**src/rtl/wb_pkg.sv**
```systemverilog
// Shared types for the write-back/commit stage: lane payload and port-count helper.
package wb_pkg;

  localparam int unsigned ECODE_W   = 6;
  localparam int unsigned MAX_LANES = 4;

  typedef struct packed {
    logic [31:0]        pc;
    logic [3:0]         rf_we;
    logic [4:0]         waddr;
    logic [31:0]        wdata;
    logic               csr_we;
    logic [13:0]        csr_num;
    logic [31:0]        csr_wdata;
    logic [31:0]        csr_wmask;
    logic               ex;
    logic [ECODE_W-1:0] ecode;
    logic               ertn;
  } lane_t;

  // Number of lanes in the mask that already hold an RF write port.
  function automatic int unsigned popcount_rf_we(input logic [MAX_LANES-1:0] mask);
    int unsigned n;
    n = 0;
    for (int i = 0; i < int'(MAX_LANES); i++) begin
      if (mask[i]) n++;
    end
    return n;
  endfunction

endpackage

```
**src/rtl/wb_commit_sel.sv**
```systemverilog
// Combinational commit selector: walks pending lanes oldest-first and decides
// what retires this cycle, which port each RF write uses, and what is flushed.
module wb_commit_sel
  import wb_pkg::*;
#(
  parameter int unsigned LANES     = 2,
  parameter int unsigned RF_WPORTS = 1,
  localparam int unsigned LIDX_W   = (LANES > 1) ? $clog2(LANES) : 1
) (
  input  logic [LANES-1:0]            pending,
  input  logic [LANES-1:0]            need_rf,
  input  logic [LANES-1:0]            csr_we,
  input  logic [LANES-1:0]            ex,
  input  logic [LANES-1:0]            ertn,
  output logic [LANES-1:0]            commit,
  output logic [LANES-1:0]            discard,
  output logic [RF_WPORTS-1:0]        port_valid,
  output logic [RF_WPORTS*LIDX_W-1:0] port_lane,
  output logic                        csr_valid,
  output logic [LIDX_W-1:0]           csr_lane,
  output logic                        ex_fire,
  output logic                        ertn_fire,
  output logic [LIDX_W-1:0]           xlane
);

  // In-order scan; once stopped, no younger lane may commit this cycle.
  always_comb begin
    logic             stop;
    logic             seen;
    logic [LANES-1:0] rf_used;
    int unsigned      nused;

    commit     = '0;
    discard    = '0;
    port_valid = '0;
    port_lane  = '0;
    csr_valid  = 1'b0;
    csr_lane   = '0;
    ex_fire    = 1'b0;
    ertn_fire  = 1'b0;
    xlane      = '0;
    stop       = 1'b0;
    seen       = 1'b0;
    rf_used    = '0;
    nused      = 0;

    for (int i = 0; i < int'(LANES); i++) begin
      nused = popcount_rf_we(MAX_LANES'(rf_used));
      if (pending[i] && !stop) begin
        if ((ex[i] || ertn[i]) && seen) begin
          stop = 1'b1;
        end else if (ex[i]) begin
          ex_fire = 1'b1;
          xlane   = LIDX_W'(i);
          for (int j = 0; j < int'(LANES); j++) begin
            if (j >= i) discard[j] = pending[j];
          end
          stop = 1'b1;
        end else if ((need_rf[i] && (nused >= RF_WPORTS)) || (csr_we[i] && csr_valid)) begin
          stop = 1'b1;
        end else begin
          commit[i] = 1'b1;
          if (need_rf[i]) begin
            rf_used[i] = 1'b1;
            for (int unsigned p = 0; p < RF_WPORTS; p++) begin
              if (nused == p) begin
                port_valid[p]                 = 1'b1;
                port_lane[p*LIDX_W +: LIDX_W] = LIDX_W'(i);
              end
            end
          end
          if (csr_we[i]) begin
            csr_valid = 1'b1;
            csr_lane  = LIDX_W'(i);
          end
          if (ertn[i]) begin
            ertn_fire = 1'b1;
            xlane     = LIDX_W'(i);
            for (int j = 0; j < int'(LANES); j++) begin
              if (j > i) discard[j] = pending[j];
            end
            stop = 1'b1;
          end
        end
        seen = 1'b1;
      end
    end
  end

endmodule

```
**src/rtl/wb_commit_stage.sv**
```systemverilog
// Write-back/commit stage: holds one bundle, retires its lanes in program order
// over the available RF/CSR write ports, and raises exception/ertn flush pulses.
module wb_commit_stage
  import wb_pkg::*;
#(
  parameter int unsigned LANES     = 2,
  parameter int unsigned RF_WPORTS = 1,
  parameter int unsigned ECODE_W   = wb_pkg::ECODE_W
) (
  input  logic                        clk,
  input  logic                        reset,
  input  logic                        to_wb_valid,
  input  logic [LANES-1:0]            in_lane_valid,
  input  logic [32*LANES-1:0]         in_pc,
  input  logic [4*LANES-1:0]          in_rf_we,
  input  logic [5*LANES-1:0]          in_rf_waddr,
  input  logic [32*LANES-1:0]         in_rf_wdata,
  input  logic [LANES-1:0]            in_csr_we,
  input  logic [14*LANES-1:0]         in_csr_num,
  input  logic [32*LANES-1:0]         in_csr_wdata,
  input  logic [32*LANES-1:0]         in_csr_wmask,
  input  logic [LANES-1:0]            in_ex,
  input  logic [ECODE_W*LANES-1:0]    in_ecode,
  input  logic [LANES-1:0]            in_ertn,
  output logic [4*RF_WPORTS-1:0]      wb_rf_we,
  output logic [5*RF_WPORTS-1:0]      wb_rf_waddr,
  output logic [32*RF_WPORTS-1:0]     wb_rf_wdata,
  output logic [32*RF_WPORTS-1:0]     wb_pc,
  output logic                        wb_csr_we,
  output logic [13:0]                 wb_csr_num,
  output logic [31:0]                 wb_csr_wdata,
  output logic [31:0]                 wb_csr_wmask,
  output logic                        wb_ex,
  output logic [ECODE_W-1:0]          wb_ex_ecode,
  output logic [31:0]                 wb_ex_pc,
  output logic                        wb_ertn,
  output logic                        wb_allow_in,
  output logic                        wb_ready_go,
  output logic                        wb_valid
);

  localparam int unsigned LIDX_W = (LANES > 1) ? $clog2(LANES) : 1;
  localparam int unsigned PKG_EW = wb_pkg::ECODE_W;

  lane_t                        lane_d [LANES];
  lane_t                        lane_q [LANES];
  logic [LANES-1:0]             pending_q;
  logic [LANES-1:0]             pending_next;
  logic                         valid_q;

  logic [LANES-1:0]             sel_pending;
  logic [LANES-1:0]             need_rf;
  logic [LANES-1:0]             csr_req;
  logic [LANES-1:0]             ex_f;
  logic [LANES-1:0]             ertn_f;
  logic [LANES-1:0]             commit;
  logic [LANES-1:0]             discard;
  logic [RF_WPORTS-1:0]         port_valid;
  logic [RF_WPORTS*LIDX_W-1:0]  port_lane;
  logic                         csr_valid;
  logic [LIDX_W-1:0]            csr_lane;
  logic                         ex_fire;
  logic                         ertn_fire;
  logic [LIDX_W-1:0]            xlane;
  logic                         flush;

  // Unpack the flat per-lane input vectors into lane payloads.
  always_comb begin
    for (int i = 0; i < int'(LANES); i++) begin
      lane_d[i].pc        = in_pc[32*i +: 32];
      lane_d[i].rf_we     = in_rf_we[4*i +: 4];
      lane_d[i].waddr     = in_rf_waddr[5*i +: 5];
      lane_d[i].wdata     = in_rf_wdata[32*i +: 32];
      lane_d[i].csr_we    = in_csr_we[i];
      lane_d[i].csr_num   = in_csr_num[14*i +: 14];
      lane_d[i].csr_wdata = in_csr_wdata[32*i +: 32];
      lane_d[i].csr_wmask = in_csr_wmask[32*i +: 32];
      lane_d[i].ex        = in_ex[i];
      lane_d[i].ecode     = PKG_EW'(in_ecode[ECODE_W*i +: ECODE_W]);
      lane_d[i].ertn      = in_ertn[i];
    end
  end

  // Selector sees nothing pending while the stage is empty.
  always_comb begin
    sel_pending = valid_q ? pending_q : '0;
    for (int i = 0; i < int'(LANES); i++) begin
      need_rf[i] = |lane_q[i].rf_we;
      csr_req[i] = lane_q[i].csr_we;
      ex_f[i]    = lane_q[i].ex;
      ertn_f[i]  = lane_q[i].ertn;
    end
  end

  wb_commit_sel #(
    .LANES     (LANES),
    .RF_WPORTS (RF_WPORTS)
  ) u_sel (
    .pending    (sel_pending),
    .need_rf    (need_rf),
    .csr_we     (csr_req),
    .ex         (ex_f),
    .ertn       (ertn_f),
    .commit     (commit),
    .discard    (discard),
    .port_valid (port_valid),
    .port_lane  (port_lane),
    .csr_valid  (csr_valid),
    .csr_lane   (csr_lane),
    .ex_fire    (ex_fire),
    .ertn_fire  (ertn_fire),
    .xlane      (xlane)
  );

  assign flush        = ex_fire | ertn_fire;
  assign pending_next = sel_pending & ~(commit | discard);
  assign wb_ready_go  = valid_q && (pending_next == '0);
  assign wb_allow_in  = !valid_q || wb_ready_go;
  assign wb_valid     = valid_q;

  // Bundle register; a flush pulse drops whatever MEM offers in the same cycle.
  always_ff @(posedge clk) begin
    if (reset) begin
      valid_q   <= 1'b0;
      pending_q <= '0;
      for (int i = 0; i < int'(LANES); i++) lane_q[i] <= '0;
    end else if (wb_allow_in) begin
      if (to_wb_valid && !flush) begin
        valid_q   <= 1'b1;
        pending_q <= in_lane_valid;
        for (int i = 0; i < int'(LANES); i++) lane_q[i] <= lane_d[i];
      end else begin
        valid_q   <= 1'b0;
        pending_q <= '0;
      end
    end else begin
      pending_q <= pending_next;
    end
  end

  // Route selected lanes onto the write ports; idle ports drive zero.
  always_comb begin
    wb_rf_we     = '0;
    wb_rf_waddr  = '0;
    wb_rf_wdata  = '0;
    wb_pc        = '0;
    wb_csr_we    = 1'b0;
    wb_csr_num   = '0;
    wb_csr_wdata = '0;
    wb_csr_wmask = '0;
    wb_ex        = ex_fire;
    wb_ex_ecode  = '0;
    wb_ex_pc     = '0;
    wb_ertn      = ertn_fire;
    for (int p = 0; p < int'(RF_WPORTS); p++) begin
      for (int i = 0; i < int'(LANES); i++) begin
        if (port_valid[p] && (port_lane[p*LIDX_W +: LIDX_W] == LIDX_W'(i))) begin
          wb_rf_we[4*p +: 4]     = lane_q[i].rf_we;
          wb_rf_waddr[5*p +: 5]  = lane_q[i].waddr;
          wb_rf_wdata[32*p +: 32] = lane_q[i].wdata;
          wb_pc[32*p +: 32]      = lane_q[i].pc;
        end
      end
    end
    for (int i = 0; i < int'(LANES); i++) begin
      if (csr_valid && (csr_lane == LIDX_W'(i))) begin
        wb_csr_we    = 1'b1;
        wb_csr_num   = lane_q[i].csr_num;
        wb_csr_wdata = lane_q[i].csr_wdata;
        wb_csr_wmask = lane_q[i].csr_wmask;
      end
      if (ex_fire && (xlane == LIDX_W'(i))) begin
        wb_ex_ecode = ECODE_W'(lane_q[i].ecode);
        wb_ex_pc    = lane_q[i].pc;
      end
    end
  end

endmodule
```
**config.mk**
```make
export PLATFORM = sky130hd
export DESIGN_NAME = wb_commit_stage
export DESIGN_NICKNAME = d
export VERILOG_FILES = /design/src/rtl/wb_pkg.sv /design/src/rtl/wb_commit_sel.sv /design/src/rtl/wb_commit_stage.sv
export SDC_FILE = /design/constraint.sdc
export NUM_CORES = 1
export LEC_CHECK = 0
export ABC_CLOCK_PERIOD_IN_PS = 11800
export CORE_MARGIN = 10
export CORE_UTILIZATION = 47
export DETAILED_ROUTE_END_ITERATION = 7
export GPL_TIMING_DRIVEN = 0
export PLACE_DENSITY = 0.88
export SLEW_MARGIN = 30
export SYNTH_ARGS = -nofsm -noshare
export SYNTH_HDL_FRONTEND = slang
export SYNTH_HIERARCHICAL = 1
export SYNTH_SLANG_ARGS = --single-unit
```
**constraint.sdc**
```tcl
create_clock -name clk -period 11.8 [get_ports clk]
set_input_delay 1.77 -clock clk [delete_from_list [all_inputs] [get_ports clk]]
set_output_delay 1.77 -clock clk [all_outputs]
set_load 0.1 [all_outputs]
```
==> impl_metrics.tcl <==
set metrics [dict create \
    status "complete, no violations" \
    cp_data_arrival_time_ps 4870 \
    clk_path_buf_depth 3 \
    async_flop_share 0 \
    synth_edf_count 320 \
    syn_to_final_growth_pct 43.6 \
    fin_skew_ps 16.3 \
    grt_overflow_total 0 \
    hold_buffers 0 \
    layout_worst_path_cycle_share 0.563 \
    fin_cells 2187 \
    max_clock_freq_mhz 151 \
    whs_ps 565 \
    final_common_cell "clkdlybuf4s50_1" \
    grt_usage 0.233 \
    hold_class "reg -> reg" \
    slew_violations 0 \
    critPathLaunchType "flip-flop" \
    ys_seq_elements 323 \
    cts_root_buf "clkbuf_16" \
    gp_congestion 0.823 \
    pre_cts_ws_ps 5570 \
    powerDensity_nw_per_um2 123 \
    slew_headroom 0.300 \
    hold_viol 0 \
    worst_slack_ps 5160 \
    grt_pass1_wl_um 73200 \
    postCtsResizedCells 0 \
    nets 2034 \
    first_pass_iters 5 \
    drt-total-wl_um 50200 \
    maxCapViolCount 0 \
    place_inst 2120 \
    hpwl_um 38900 \
    syn_area_sq_um 15800 \
    postRouteAntennaNets 0 \
    pin_count 520 \
    layout-drive-gt1-share 0.223 \
    die_h_um 203 \
    yosysSeqAreaShare 0.612 \
    grt_pass1_vias 11800 \
    die_w_um 203 \
    yosysUniqueCellTypes 33 \
    syn_inst 1146 \
    core.rowCount 67 \
    core_sq_um 33400 \
    finalSetupViolCount 0 \
    multi_input_area_sq_um 5750 \
    port_buffers 519 \
    area.sequential_sq_um 9670 \
    start_util 0.473 \
    grt_max_degree 59 \
    vias_per_cell 5.07 \
    yosysWarnings 6 \
    post-route-drc-count 0 \
    n_fill_cell 2311 \
    leakagePower_nw 8.13 \
    clock_latency_ps 510 \
    cp-end-kind "output pin" \
    rsz0062_at_grt "no" \
    cts_htree_levels 2 \
    drtIter0Drc 661 \
    cts_tree "done" \
    ir_drop_mv 0.0951 \
    syn_avg_cell_area_sq_um 13.8 \
    numClockSinks 323 \
    worstMarginPinSlew_ps 1050 \
    synth_ff_type "edfxtp_1" \
    required_ps 10030 \
    numCtsBuffers 35 \
    worstSetupPathType "reg -> out" \
    clkSlewWorstSetupHoldPaths_ps 60 \
    antenna_found_initial 9 \
    post_cts_buffers 0 \
    final_cell_mix "clkdlybuf4s50_1, edfxtp_1, and2_2" \
    critPathMaxFanout 10 \
    via_count 11100 \
    synth_nets 1471 \
    wl_per_cell_um 23.0 \
    period_minus_slack_ps 6640 \
    die_area_sq_um 41300 \
]
==> critical path, stage by stage, from the launching register on <==
cell and delay [ps]:
edfxtp_1 420, or4_1 620, a21o_1 230, a2111oi_2 420, clkbuf_1 380, buf_2 360, buf_2 370, mux2i_1 160
nor2b_1 200, clkdlybuf4s50_1 1180
==> power breakdown <==
part / internal (mW) / leakage [nW] / switching [mW]
Clock: 0.600 / 0.505 / 0.442
Combinational: 0.179 / 4.11 / 0.166
Sequential: 1.37 / 3.51 / 0.0354
Total: 2.15 / 8.13 / 0.643
==> metal layers <==
metal  GRT usage  vias to the layer above  wire, um
met1       0.256                     5409     18600
met3      0.0646                       98      3750
met4      0.0855                        2      1600
li1            -                     5103         -
met5           0                        -        19
met2       0.419                      467     26300
==> per-stage QoR <==
| stage | power [mW] | TNS [ps] | util | instance area [sq um] |
|---|---|---|---|---|
| after global routing | 2.89 | 0 | 0.679 | 22700 |
| final | 2.80 | 0 | 0.680 | 22700 |
| after CTS | 2.82 | 0 | 0.681 | 22700 |
| after floorplan | 1.61 | 0 | - | 15800 |
| after detailed placement | 1.78 | 0 | 0.649 | 21600 |
| after global placement | 1.78 | -24150 | 0.646 | 21600 |
==> cells in the mapped netlist, types with 2 or more instances <==
| master | instances | share of area |
|---|---|---|
| and4bb_2 | 2 | 0.0016 |
| edfxtp_1 | 320 | 0.61 |
| dfxtp_1 | 3 | 0.0038 |
| clkbuf_2 | 30 | 0.0095 |
| nor2b_1 | 189 | 0.075 |
| mux2i_1 | 189 | 0.12 |
| nand3b_1 | 4 | 0.0019 |
| o41ai_2 | 2 | 0.0021 |
| a211oi_1 | 2 | 0.00095 |
| nor2_1 | 5 | 0.0012 |
| clkbuf_1 | 26 | 0.0062 |
| buf_6 | 3 | 0.0021 |
| or4_1 | 2 | 0.00095 |
| a21o_1 | 3 | 0.0014 |
| and2_2 | 238 | 0.11 |
| inv_1 | 4 | 0.00095 |
| buf_2 | 19 | 0.0060 |
| a2111oi_2 | 2 | 0.0019 |
| and4b_1 | 2 | 0.0013 |
| and2_1 | 86 | 0.034 |
| nand2b_1 | 2 | 0.00079 |
| a21oi_1 | 2 | 0.00063 |
==> area by class of cell <==
class / count / area share
flip-flops and latches: 323 / 0.426
diodes: 8 / 0.000883
inverters: 4 / 0.000662
plain buffers: 78 / 0.0166
clock buffers: 45 / 0.0426
multi-input cells: 741 / 0.254
well taps: 448 / 0.0247
repair buffers: 526 / 0.230
clock inverters: 14 / 0.00480
==> flip-flops by register name, indices dropped and copies added (netlist names) <==
| signal | flops |
|---|---|
| pending_q | 2 |
| wb_valid | 1 |
| lane_q | 320 |
==> worst paths after layout <==
kind | from | end | slack (ps) | cells after the start
hold reg to reg | pending_q[1] | pending_q[1] | 560 | 2
hold / removal | pending_q[1] | pending_q[1] | 560 | 2
setup / recovery | lane_q[0][125] | wb_csr_wdata[25] | 5160 | 9
setup reg to reg | lane_q[0][125] | lane_q[0][52] | 8020 | 8
==> kinds of logic after synthesis <==
family,after synthesis,synth area share
muxes,189,0.120
AOI/OAI and AO/OA,16,0.00935
buffers and inverters,82,0.0248
and+or+nand+nor,536,0.234
DFF,323,0.612
(Power assumes the default switching activity.)
